### config.mk
export PLATFORM = sky130hd
export DESIGN_NAME = arb_mux_n_1
export DESIGN_NICKNAME = d
export VERILOG_FILES = /design/src/rtl/arb_mux_n_1.sv
export SDC_FILE = /design/constraint.sdc
export NUM_CORES = 1
export LEC_CHECK = 0
export ABC_AREA = 1
export ABC_CLOCK_PERIOD_IN_PS = 2600
export BUFFER_PORTS_ARGS = -buffer_cell sky130_fd_sc_hd__buf_2
export CAP_MARGIN = 20
export CORE_AREA = 5 5 129 131
export CTS_BUF_LIST = sky130_fd_sc_hd__clkbuf_4
export CTS_CLUSTER_SIZE = 20
export DETAILED_ROUTE_END_ITERATION = 10
export DIE_AREA = 0 0 134 136
export SYNTH_ARGS = -nofsm -noshare
export SYNTH_HDL_FRONTEND = slang
export SYNTH_SLANG_ARGS = --single-unit
### constraint.sdc
create_clock -name clk -period 2.6 [get_ports clk]
set_input_delay 0.39 -clock clk [delete_from_list [all_inputs] [get_ports clk]]
set_output_delay 0.39 -clock clk [all_outputs]
set_load 0.01 [all_outputs]
### src/rtl/arb_mux_n_1.sv
// arb_mux_n_1: registered N:1 multiplexer with per-channel valid/ready.
// Fixed-select (mode=0) or round-robin (mode=1) arbitration feeds a single
// output register stage that may drain and refill in the same cycle.
module arb_mux_n_1 #(
  parameter int unsigned WIDTH = 64,
  parameter int unsigned N     = 4,
  parameter int unsigned SELW  = $clog2(N)
) (
  input  logic               clk,
  input  logic               reset,
  input  logic [N*WIDTH-1:0] in_data,
  input  logic [N-1:0]       in_valid,
  output logic [N-1:0]       in_ready,
  input  logic               mode,
  input  logic [SELW-1:0]    sel,
  output logic [WIDTH-1:0]   out_data,
  output logic [SELW-1:0]    out_chan,
  output logic               out_valid,
  input  logic               out_ready
);

  logic [WIDTH-1:0] r_out_data;
  logic [SELW-1:0]  r_out_chan;
  logic             r_out_valid;
  logic [SELW-1:0]  r_ptr;

  logic             w_load;
  logic             w_grant_valid;
  logic [SELW-1:0]  w_grant;
  logic [WIDTH-1:0] w_grant_data;

  assign w_load    = !r_out_valid || out_ready;
  assign out_data  = r_out_data;
  assign out_chan  = r_out_chan;
  assign out_valid = r_out_valid;

  // Grant selection: fixed channel from sel, or first valid channel after r_ptr.
  always_comb begin
    logic [SELW-1:0] v_idx;
    w_grant_valid = 1'b0;
    w_grant       = '0;
    v_idx         = '0;
    if (!mode) begin
      if (32'(sel) < N) begin
        if (in_valid[sel]) begin
          w_grant_valid = 1'b1;
          w_grant       = sel;
        end
      end
    end else begin
      for (int unsigned k = 1; k <= N; k++) begin
        v_idx = SELW'((32'(r_ptr) + k) % N);
        if (!w_grant_valid && in_valid[v_idx]) begin
          w_grant_valid = 1'b1;
          w_grant       = v_idx;
        end
      end
    end
  end

  // Data of the granted channel.
  always_comb begin
    w_grant_data = '0;
    for (int unsigned i = 0; i < N; i++) begin
      if (SELW'(i) == w_grant) w_grant_data = in_data[i*WIDTH +: WIDTH];
    end
  end

  // Accept strobe: one-hot on the granted channel when the register can load.
  always_comb begin
    in_ready = '0;
    for (int unsigned i = 0; i < N; i++) begin
      if (!reset && w_load && w_grant_valid && (SELW'(i) == w_grant)) in_ready[i] = 1'b1;
    end
  end

  // Output register and round-robin pointer.
  always_ff @(posedge clk) begin
    if (reset) begin
      r_out_data  <= '0;
      r_out_chan  <= '0;
      r_out_valid <= 1'b0;
      r_ptr       <= SELW'(N - 1);
    end else if (w_load) begin
      if (w_grant_valid) begin
        r_out_data  <= w_grant_data;
        r_out_chan  <= w_grant;
        r_out_valid <= 1'b1;
        r_ptr       <= w_grant;
      end else begin
        r_out_valid <= 1'b0;
      end
    end
  end

endmodule

==> metrics.md <==
| Metric | Value |
|---|---|
| Number of buffers on the longest clock path | `2` |
| Start point of the worst hold path | `in_data[126]` |
| Core Area | `15500 sq um` |
| Leak pwr | `3.75 nW` |
| Post-synthesis instance area | `4740 sq um` |
| GRT overflow | `0` |
| Crit Path Class | `flip-flop to primary output` |
| Most common flop cell mapped by yosys | `sky130_fd_sc_hd__dfxtp_1` |
| Total number of clock tree sinks | `69` |
| Part of the cycle the worst path needs | `97.7%` |
| Worst-skew pair later-pin latency | `0.45 ns` |
| Number of max-slew violations in the final report | `0` |
| Fraction of layout cells with a size suffix above 1 | `38.5%` |
| Maximum capacitance violations | `0` |
| Worst hold-check slack | `0.252 ns` |
| Cells along the critical path | `inv_6, nand2_1, nand2_2, nand2_2, a21boi_1, nand2_1, clkinv_1, nand3_2, nand2_4, buf_6, nand2_4, nor2_1, buf_4` |
| Flop-to-flop setup slack | `0.18 ns` |
| 1st-iter DRT viols | `239` |
| Most area-consuming cells after synthesis | `sky130_fd_sc_hd__dfxtp_1 (29%), sky130_fd_sc_hd__nand2_1 (24%), sky130_fd_sc_hd__nand3_1 (11%), sky130_fd_sc_hd__o21ai_0 (7.0%), sky130_fd_sc_hd__a21oi_1 (5.3%)` |
| HP Class | `input pin to flip-flop` |
| DIE AREA | `18200 sq um` |
| Wire length of the first global-routing pass | `31.5 mm` |
| Largest net degree at the start of global routing | `79` |
| Worst flop-to-flop path endpoint | `out_data[1]` |
| FILL cells | `1744` |
| Initial antenna violation count | `1` |
| Most numerous cell types in the synthesized netlist | `sky130_fd_sc_hd__nand2_1 (307), sky130_fd_sc_hd__nand3_1 (108), sky130_fd_sc_hd__dfxtp_1 (69), sky130_fd_sc_hd__o21ai_0 (66), sky130_fd_sc_hd__a21oi_1 (50)` |
| CTS tree | `done` |
| Max IR drop VDD | `0.000280 V` |
| Endpoint required time on the critical path | `2.21 ns` |
| Actual transition at the worst max-transition pin | `0.443 ns` |
| GRT Total Usage | `22.1%` |
| Chip height | `136 microns` |
| Total chip power | `4.94 mW` |
| Post-route antenna net violation count | `0` |
| Post-synth cell types | `31` |
| Setup repair after global routing missed its margin | `true` |
| Crit-path max FO | `9` |
| Post-cts hold buffer count | `0` |
| Layout net count | `1393` |
| Initial standard-cell utilization of the core | `30.6%` |
| Cells after Synth | `803` |
| Sequential area share after synthesis | `29.2%` |
| Longest individual stage delay on the worst path | `0.43 ns` |
| Cell type with the highest aggregate area in the netlist | `sky130_fd_sc_hd__dfxtp_1` |
| Startpoint of the lowest-slack register-to-register path | `r_ptr[0]` |
| Post-synthesis async set-or-reset flop share | `0%` |
| Setup violators final | `0` |
| Depth of the CTS H-tree | `3` |
| Layout Utilization | `45.1%` |
| Cts bufs inserted | `9` |
| Aggregate negative setup slack | `0 ns` |
| Power density of the placed cells | `708 nW/um^2` |
| Mean routed wirelength per cell | `15.7 microns` |
| Combinational family with the most area after synthesis | `simple AND/OR/NAND/NOR gates` |
| I/O pin cnt | `337` |
| Yosys Warn Count | `0` |
| Slowest-stage cell, CP | `sky130_fd_sc_hd__dfxtp_4` |
| DR pass1 iterations | `5` |
| Setup skew after layout | `0.0200 ns` |
| Root Buffer Master | `sky130_fd_sc_hd__clkbuf_4` |
| CP top delay family | `simple AND/OR/NAND/NOR gates` |
| Port Buffer Count | `336` |
| Via count of the first global-routing pass | `6222` |
| Hold Path End | `out_data[62]` |
| Post-layout minimum cycle time | `2.54 ns` |
| Total non-filler cell area in the finished layout | `6980 sq um` |
| Compound-Gate Fraction of Synth Area | `14.8%` |
| P&R area growth vs syn | `47.2%` |
| Via density per instance | `4.75` |
| Result of the run | `finished, final reports clean` |
| Placed cell area | `6620 sq um` |
| Area fraction in and, or, nand and nor cells after synthesis | `45.0%` |
| WP buf/inv | `4` |
| Post-detailed-route DRC marker count | `0` |
| Cell row count | `46` |
| Portion of netlist area occupied by mux cells | `0%` |
| Endpoint type of the worst setup path | `primary output` |
| Worst reg2reg path depth | `17` |
| Number of synthesized flops with an enable pin | `0` |
| Xor and xnor area share after synthesis | `0%` |
| HPWL reported at the end of detailed placement | `15.6 mm` |
| Count of cells along the worst hold path | `5` |
| Mapped Avg Cell Area | `5.90 sq um` |
| Weighted congestion at the end of routability-driven global placement | `0.873` |
| Post-Syn Nets | `1069` |
| Post-CTS clock slew at the launch and capture registers of the worst setup and hold paths | `0.12 ns` |
| Adder-Cell Fraction of Synth Area | `0%` |
| Highest achievable clock rate | `394 MHz` |
| Final number of hold-violating endpoints | `0` |
| Type of origin of the critical path | `flip-flop` |
| Die Wd | `134 microns` |
| Total Routed Length | `20.8 mm` |
| Fraction of synthesized cell area taken by the top area cell type | `29.2%` |
| Data arrival, critical path | `2.15 ns` |
| #FFs+latches synth | `69` |
| Total vias in the final route | `6283` |
| Most numerous cell in the Yosys netlist | `sky130_fd_sc_hd__nand2_1` |
| Relative slew slack | `70.5%` |
## area by class of cell
| cell class | instances | area, sq um | area share [%] |
|---|---|---|---|
| Multi-Input combinational cell | 627 | 2930 | 41.9 |
| Clock inverter | 5 | 28.8 | 0.412 |
| Antenna cell | 1 | 2.50 | 0.0359 |
| Sequential cell | 69 | 1390 | 19.9 |
| Tap cell | 192 | 240 | 3.44 |
| Inverter | 51 | 204 | 2.92 |
| Timing Repair Buffer | 369 | 2110 | 30.3 |
| Clock buffer | 10 | 75.1 | 1.08 |
## layout by cell type (no fill, tap or decap), types with 4 or more instances in the layout
cell / instances
sky130_fd_sc_hd__nor2_1: 44
sky130_fd_sc_hd__clkinv_2: 4
sky130_fd_sc_hd__buf_12: 8
sky130_fd_sc_hd__buf_4: 20
sky130_fd_sc_hd__o21ai_0: 66
sky130_fd_sc_hd__inv_1: 44
sky130_fd_sc_hd__nand2_4: 5
sky130_fd_sc_hd__a21oi_2: 11
sky130_fd_sc_hd__buf_2: 334
sky130_fd_sc_hd__nand2_1: 296
sky130_fd_sc_hd__nand4_1: 17
sky130_fd_sc_hd__a21oi_1: 49
sky130_fd_sc_hd__clkbuf_4: 10
sky130_fd_sc_hd__nand3_1: 106
sky130_fd_sc_hd__dfxtp_1: 67
sky130_fd_sc_hd__nand2_2: 13
## worst min-delay path: cells and delay by family
kind | cells | cell delay, ns
and+or+nand+nor | 4 | 0.20
buffers and inverters | 1 | 0.07
## how the worst max path moves through the flow
| stage | cells after the start | end | startpoint |
|---|---|---|---|
| 4_1_cts | 13 | in_ready[2] | r_ptr[0] |
| 5_1_grt | 14 | in_ready[3] | r_ptr[0] |
| 3_3_place_gp | 16 | out_data[1] | r_ptr[0] |
| 6_report | 13 | in_ready[1] | r_ptr[0] |
| 2_1_floorplan | 14 | in_ready[0] | r_ptr[0] |
| 3_5_place_dp | 14 | in_ready[3] | r_ptr[0] |
## state kept, by name, indices dropped and copies added, names as in the netlist
register   flops
out_chan       2
out_data      64
out_valid      1
r_ptr          2
## repair_timing
item                       in CTS  in global routing
setup buffers                   8                  0
setup endpoints to repair       4                  8
gates resized for setup        22                 16
cloned                          2                  0
pin swaps                      11                  5
## logic make-up (layout without fill, tap and decap cells)
logic type / Yosys count / count (layout)
AND/OR/NAND/NOR: 496 / 496
AO/OA/AOI/OAI: 131 / 131
buffers and inverters: 107 / 435
flip-flops: 69 / 69
other: 0 / 1
## per-layer routing
layer	global-route usage (%)	part of all wire [%]	vias up
met3	6.03	8.7	52
met1	25.2	39	2699
li1	-	-	3254
met4	11.4	4.1	0
met5	0	0	-
met2	37.9	48	278
## power breakdown
group | leakage (nW) | internal, mW | switching, mW | total, mW
logic | 3.11 | 1.18 | 1.70 | 2.88
registers | 0.572 | 1.31 | 0.137 | 1.45
clock network | 0.0658 | 0.197 | 0.411 | 0.608
total | 3.75 | 2.69 | 2.25 | 4.94
## metrics by stage
step                      cells  setup slack, ns
after floorplan             803            0.395
after global placement     1298            0.170
after detailed placement   1298            0.123
after CTS                  1323          -0.0331
after global routing       1324           -0.147
final                      1324           0.0605
Note: power is estimated with default switching activity, not from simulation.
